## config.mk

```make
export PLATFORM = sky130hd
export DESIGN_NAME = avalon_arbiter
export DESIGN_NICKNAME = d
export VERILOG_FILES = /design/src/rtl/avalon_arbiter.sv
export SDC_FILE = /design/constraint.sdc
export NUM_CORES = 1
export LEC_CHECK = 0
export ABC_AREA = 1
export CAP_MARGIN = 20
export CORE_MARGIN = 3
export CORE_UTILIZATION = 30
export CTS_BUF_LIST = sky130_fd_sc_hd__clkbuf_4 sky130_fd_sc_hd__clkbuf_8
export CTS_CLUSTER_SIZE = 28
export DETAILED_ROUTE_END_ITERATION = 8
export PLACE_DENSITY_LB_ADDON = 0.05
export RECOVER_POWER = 100
export SYNTH_ARGS = -nofsm -noshare
export SYNTH_HDL_FRONTEND = slang
export SYNTH_SLANG_ARGS = --single-unit
export TNS_END_PERCENT = 20
```

## constraint.sdc

```tcl
create_clock -name clk -period 3.1 [get_ports clk]
set_input_delay 0.62 -clock clk [delete_from_list [all_inputs] [get_ports clk]]
set_output_delay 0.62 -clock clk [all_outputs]
set_load 0.005 [all_outputs]
```

## src/rtl/avalon_arbiter.sv

```systemverilog
// Two-master to one-slave Avalon-MM arbiter with alternating priority and an
// in-order read-ID FIFO that steers pipelined read data back to its requester.
module avalon_arbiter #(
  parameter int unsigned NBDATABYTES = 2,
  parameter int unsigned NBADDRBITS  = 8,
  parameter int unsigned MAXPENDING  = 4
) (
  input  logic                     clk,
  input  logic                     rst,
  input  logic [NBADDRBITS-1:0]    m0_address,
  input  logic [NBDATABYTES-1:0]   m0_byteenable,
  input  logic [8*NBDATABYTES-1:0] m0_writedata,
  input  logic                     m0_read,
  input  logic                     m0_write,
  output logic                     m0_waitrequest,
  output logic [8*NBDATABYTES-1:0] m0_readdata,
  output logic                     m0_readdatavalid,
  input  logic [NBADDRBITS-1:0]    m1_address,
  input  logic [NBDATABYTES-1:0]   m1_byteenable,
  input  logic [8*NBDATABYTES-1:0] m1_writedata,
  input  logic                     m1_read,
  input  logic                     m1_write,
  output logic                     m1_waitrequest,
  output logic [8*NBDATABYTES-1:0] m1_readdata,
  output logic                     m1_readdatavalid,
  output logic [NBADDRBITS-1:0]    av_address,
  output logic [NBDATABYTES-1:0]   av_byteenable,
  output logic [8*NBDATABYTES-1:0] av_writedata,
  output logic                     av_read,
  output logic                     av_write,
  input  logic                     av_waitrequest,
  input  logic [8*NBDATABYTES-1:0] av_readdata,
  input  logic                     av_readdatavalid
);

  localparam int unsigned PW = (MAXPENDING > 1) ? $clog2(MAXPENDING) : 1;
  localparam int unsigned CW = PW + 1;

  typedef enum logic {StIdle, StBusy} state_t;

  state_t                r_state;
  logic                  r_owner;
  logic                  r_prio;
  logic [MAXPENDING-1:0] r_fifo;
  logic [PW-1:0]         r_wptr;
  logic [PW-1:0]         r_rptr;
  logic [CW-1:0]         r_count;

  logic w_busy, w_own_read, w_own_write, w_room, w_elig0, w_elig1;
  logic w_accept, w_push, w_pop, w_pop_id;

  // Outputs are gated by rst so a synchronous reset mid-transfer is quiet at once.
  assign w_busy      = (r_state == StBusy) && !rst;
  assign w_own_read  = r_owner ? m1_read : m0_read;
  assign w_own_write = r_owner ? m1_write : m0_write;
  assign w_room      = r_count < CW'(MAXPENDING);
  assign w_elig0     = m0_write || (m0_read && w_room);
  assign w_elig1     = m1_write || (m1_read && w_room);

  assign av_address    = r_owner ? m1_address : m0_address;
  assign av_byteenable = r_owner ? m1_byteenable : m0_byteenable;
  assign av_writedata  = r_owner ? m1_writedata : m0_writedata;
  // A simultaneous read+write from the owner is forwarded as a read only.
  assign av_read       = w_busy && w_own_read;
  assign av_write      = w_busy && w_own_write && !w_own_read;

  assign m0_waitrequest = (w_busy && !r_owner) ? av_waitrequest : 1'b1;
  assign m1_waitrequest = (w_busy && r_owner) ? av_waitrequest : 1'b1;

  assign w_accept = w_busy && (av_read || av_write) && !av_waitrequest;
  assign w_push   = w_accept && av_read;
  assign w_pop    = av_readdatavalid && (r_count != '0) && !rst;
  assign w_pop_id = r_fifo[r_rptr];

  assign m0_readdatavalid = w_pop && !w_pop_id;
  assign m1_readdatavalid = w_pop && w_pop_id;
  assign m0_readdata      = av_readdata;
  assign m1_readdata      = av_readdata;

  always_ff @(posedge clk) begin
    if (rst) begin
      r_state <= StIdle;
      r_owner <= 1'b0;
      r_prio  <= 1'b0;
      r_fifo  <= '0;
      r_wptr  <= '0;
      r_rptr  <= '0;
      r_count <= '0;
    end else begin
      unique case (r_state)
        StIdle: begin
          if (w_elig0 || w_elig1) begin
            r_owner <= (w_elig0 && w_elig1) ? r_prio : w_elig1;
            r_state <= StBusy;
          end
        end
        StBusy: begin
          if (w_accept) begin
            r_prio  <= ~r_owner;
            r_state <= StIdle;
          end else if (!w_own_read && !w_own_write) begin
            r_state <= StIdle;
          end
        end
      endcase

      if (w_push) begin
        r_fifo[r_wptr] <= r_owner;
        r_wptr         <= r_wptr + PW'(1);
      end
      if (w_pop) begin
        r_rptr <= r_rptr + PW'(1);
      end
      if (w_push && !w_pop) begin
        r_count <= r_count + CW'(1);
      end else if (!w_push && w_pop) begin
        r_count <= r_count - CW'(1);
      end
    end
  end

endmodule

```

==> results.py <==
metrics = {
    "setup_path": {
        "reg2reg_setup_slack_ns": 0.99,
        "critPathLaunch": "m0_read",
        "criticalPathCategory": "in2out",
        "crit_end": "av_read",
        "crit_path_end_kind": "output pin",
        "r2r_end": "r_count[2]$_SDFFE_PP0P_",
        "path_max_fanout": 3,
        "required_ns": 2.48,
        "r2r_start": "r_owner$_SDFFE_PP0P_",
        "critPathLaunchType": "input port",
        "crit_arrival_ns": 2.27,
        "r2r_cells": 11,
    },
    "drt": {
        "drt_iter0_drc": 26,
        "drtPass1Iterations": 4,
        "drt-total-wl_um": 4010,
        "num_vias": 1494,
        "avgRoutedWirePerCell_um": 11.4,
        "routed_via_density": 4.26,
        "route.detailed.drc": 0,
        "detail-route-antenna-nets": 0,
    },
    "synth": {
        "yosys.area_share.xor_xnor_pct": 0,
        "yosysWarnings": 0,
        "ys_ff_latch": 14,
        "synthFlopType": "dfxtp_1",
        "synth_cells": 243,
        "yosysTopAreaCell": "nand2_1",
        "synth_fa_ha_area_share_pct": 5.68,
        "syn-cell-area_um2": 1450,
        "synth_compound_area_share_pct": 8.43,
        "synthTopCellsByArea": "nand2_1, dfxtp_1, buf_4",
        "avgSynthCellArea_um2": 5.98,
        "synth_top_family_by_area": "simple AND/OR/NAND/NOR gates",
        "synth-edff-count": 0,
        "syn_nets": 325,
        "synth_top_area_share_pct": 27.4,
        "yosys.area_share.simple_pct": 41.0,
        "synth.area.mux_share_pct": 0,
        "synth_seq_area_share_pct": 19.3,
        "synth_cell_type_count": 23,
        "synth-async-reset-ratio_pct": 0,
    },
    "sta": {
        "min_period_over_period_pct": 93.2,
        "finalSetupTns_ns": 0,
        "finClkSkew_ns": 0.00197,
        "layout_min_cycle_time_ns": 2.89,
        "hold_viol_final": 0,
        "timing.hold.ws_ns": 0.515,
        "rsz0062_at_grt": "false",
        "report.final.slew_viol_count": 0,
        "fmax_ghz": 0.346,
        "setup_viol_count_final": 0,
        "relSlewSlack_pct": 63.2,
        "tightest_slew_ns": 0.552,
    },
    "die": {
        "boundaryPins": 140,
        "die_w_um": 75.6,
        "die_h_um": 75.6,
        "die-area_um2": 5720,
        "start_util_pct": 32.3,
        "row_count": 24,
        "coreArea_um2": 4500,
    },
    "pwr": {
        "p_leak_uw": 0.00102,
        "power_density_nw_per_um2": 291,
        "ir_drop_v": 0.000157,
    },
    "clocking": {
        "post_cts_buffers": 0,
        "clock_latency_ns": 0.25,
        "cts_resized": 0,
        "cts_buffers": 3,
        "cts_tree": "yes",
        "numClockSinks": 14,
        "h-tree-depth": 1,
        "clock_path_buffers": 2,
        "hold_buffers": 0,
        "cts-root-buf": "clkbuf_8",
        "cts.clk_slew.worst_paths_ns": 0.06,
    },
    "placement": {
        "routabilityCongestion": 0.714,
        "dp_hpwl_um": 3240,
        "numPortBuffers": 91,
    },
    "global_routing": {
        "grt_usage_pct": 13.6,
        "grt_pass1_vias": 1385,
        "grt_start_max_net_pins": 32,
        "antenna_found_initial": 0,
        "grt_pass1_wl_um": 6070,
        "overflow": 0,
    },
    "status": {
        "status": "complete, no violations",
    },
    "layout": {
        "diodes": 0,
        "fillers": 466,
        "regArea_um2": 280,
        "fin_nets": 382,
        "layout_commonest_cell": "nand2_1",
        "areaGrowthSynthToFinish_pct": 50.7,
        "final_cell_mix": "nand2_1, clkdlybuf4s50_1, dlygate4sd3_1",
        "multi_input_area_um2": 786,
        "drive_above_1_share_pct": 5.02,
    },
    "run": {
        "cap_violations": 0,
    },
    "min_path": {
        "min_path_type": "reg2reg",
    },
}
worst min path at each step:
stage / startpoint / slack, ns / end / depth (start not counted)
floorplan: r_prio$_SDFFE_PP0P_ / 0.45 / r_prio$_SDFFE_PP0P_ / 2
global placement: r_count[0]$_SDFFE_PP0P_ / 0.49 / r_count[0]$_SDFFE_PP0P_ / 1
detailed placement: r_count[0]$_SDFFE_PP0P_ / 0.50 / r_count[0]$_SDFFE_PP0P_ / 1
CTS: r_count[0]$_SDFFE_PP0P_ / 0.51 / r_count[0]$_SDFFE_PP0P_ / 1
global route: r_count[0]$_SDFFE_PP0P_ / 0.54 / r_count[0]$_SDFFE_PP0P_ / 1
finish: r_count[0]$_SDFFE_PP0P_ / 0.51 / r_count[0]$_SDFFE_PP0P_ / 1
routing by layer:
metal / vias up / global-route usage, % / part of all wire, %
met3: 7 / 4.09 / 8.7
met2: 52 / 22.1 / 49
met5: - / 0 / 0
li1: 817 / - / -
met1: 618 / 17.1 / 41
met4: 0 / 4.66 / 0.72
cell usage after synthesis, types with 3 or more instances:
library cell and number:
nand2_1 106, buf_4 32, inv_1 20, dfxtp_1 14, a21oi_1 13, nor2_1 12, nand3_1 8, o21ai_0 6
ha_1 5, buf_2 4, o21ai_1 4, clkbuf_1 3, nand2_2 3
worst max-delay path: stages:
cell and delay (ns):
dlygate4sd3_1 0.55, inv_1 0.12, nor2_4 0.03, nor2_1 0.40, nor2_1 0.08, clkdlybuf4s50_1 0.47
registers in the layout, summed over array words and instances, names as in the netlist:
signal   count
r_count      3
r_rptr       2
r_prio       1
r_owner      1
r_state      1
r_wptr       2
r_fifo       4
cell families after synthesis:
logic type                 after synthesis
and+or+nand+nor                        136
buffers and inverters                   63
AOI/OAI and AO/OA                       24
DFF                                     14
adders and majority gates                6
power by group:
group	total, µW	switching, µW	leakage, µW	internal, µW
registers	205	13.9	0.000114	191
logic	253	104	0.000881	149
clock network	179	66.9	0.0000288	113
total	637	185	0.00102	453
through the flow:
stage / setup slack (ns) / total power [µW] / cells / area (µm²) / util, %
global route: 0.102 / 681 / 351 / 2190 / 48.6
global placement: 0.309 / 483 / 347 / 2150 / 47.8
detailed placement: 0.273 / 483 / 347 / 2150 / 47.8
CTS: 0.253 / 668 / 351 / 2210 / 49.1
floorplan: 1.09 / 350 / 243 / 1450 / -
finish: 0.210 / 637 / 351 / 2190 / 48.6
area by class of cell:
| cell class | instances | area share (%) |
|---|---|---|
| Multi-Input combinational cell | 166 | 35.9 |
| Sequential cell | 14 | 12.8 |
| Inverter | 23 | 4.05 |
| Timing Repair Buffer | 92 | 41.8 |
| Clock buffer | 4 | 2.51 |
| Tap cell | 52 | 2.97 |
No activity file was read; power rests on OpenSTA's default activity.
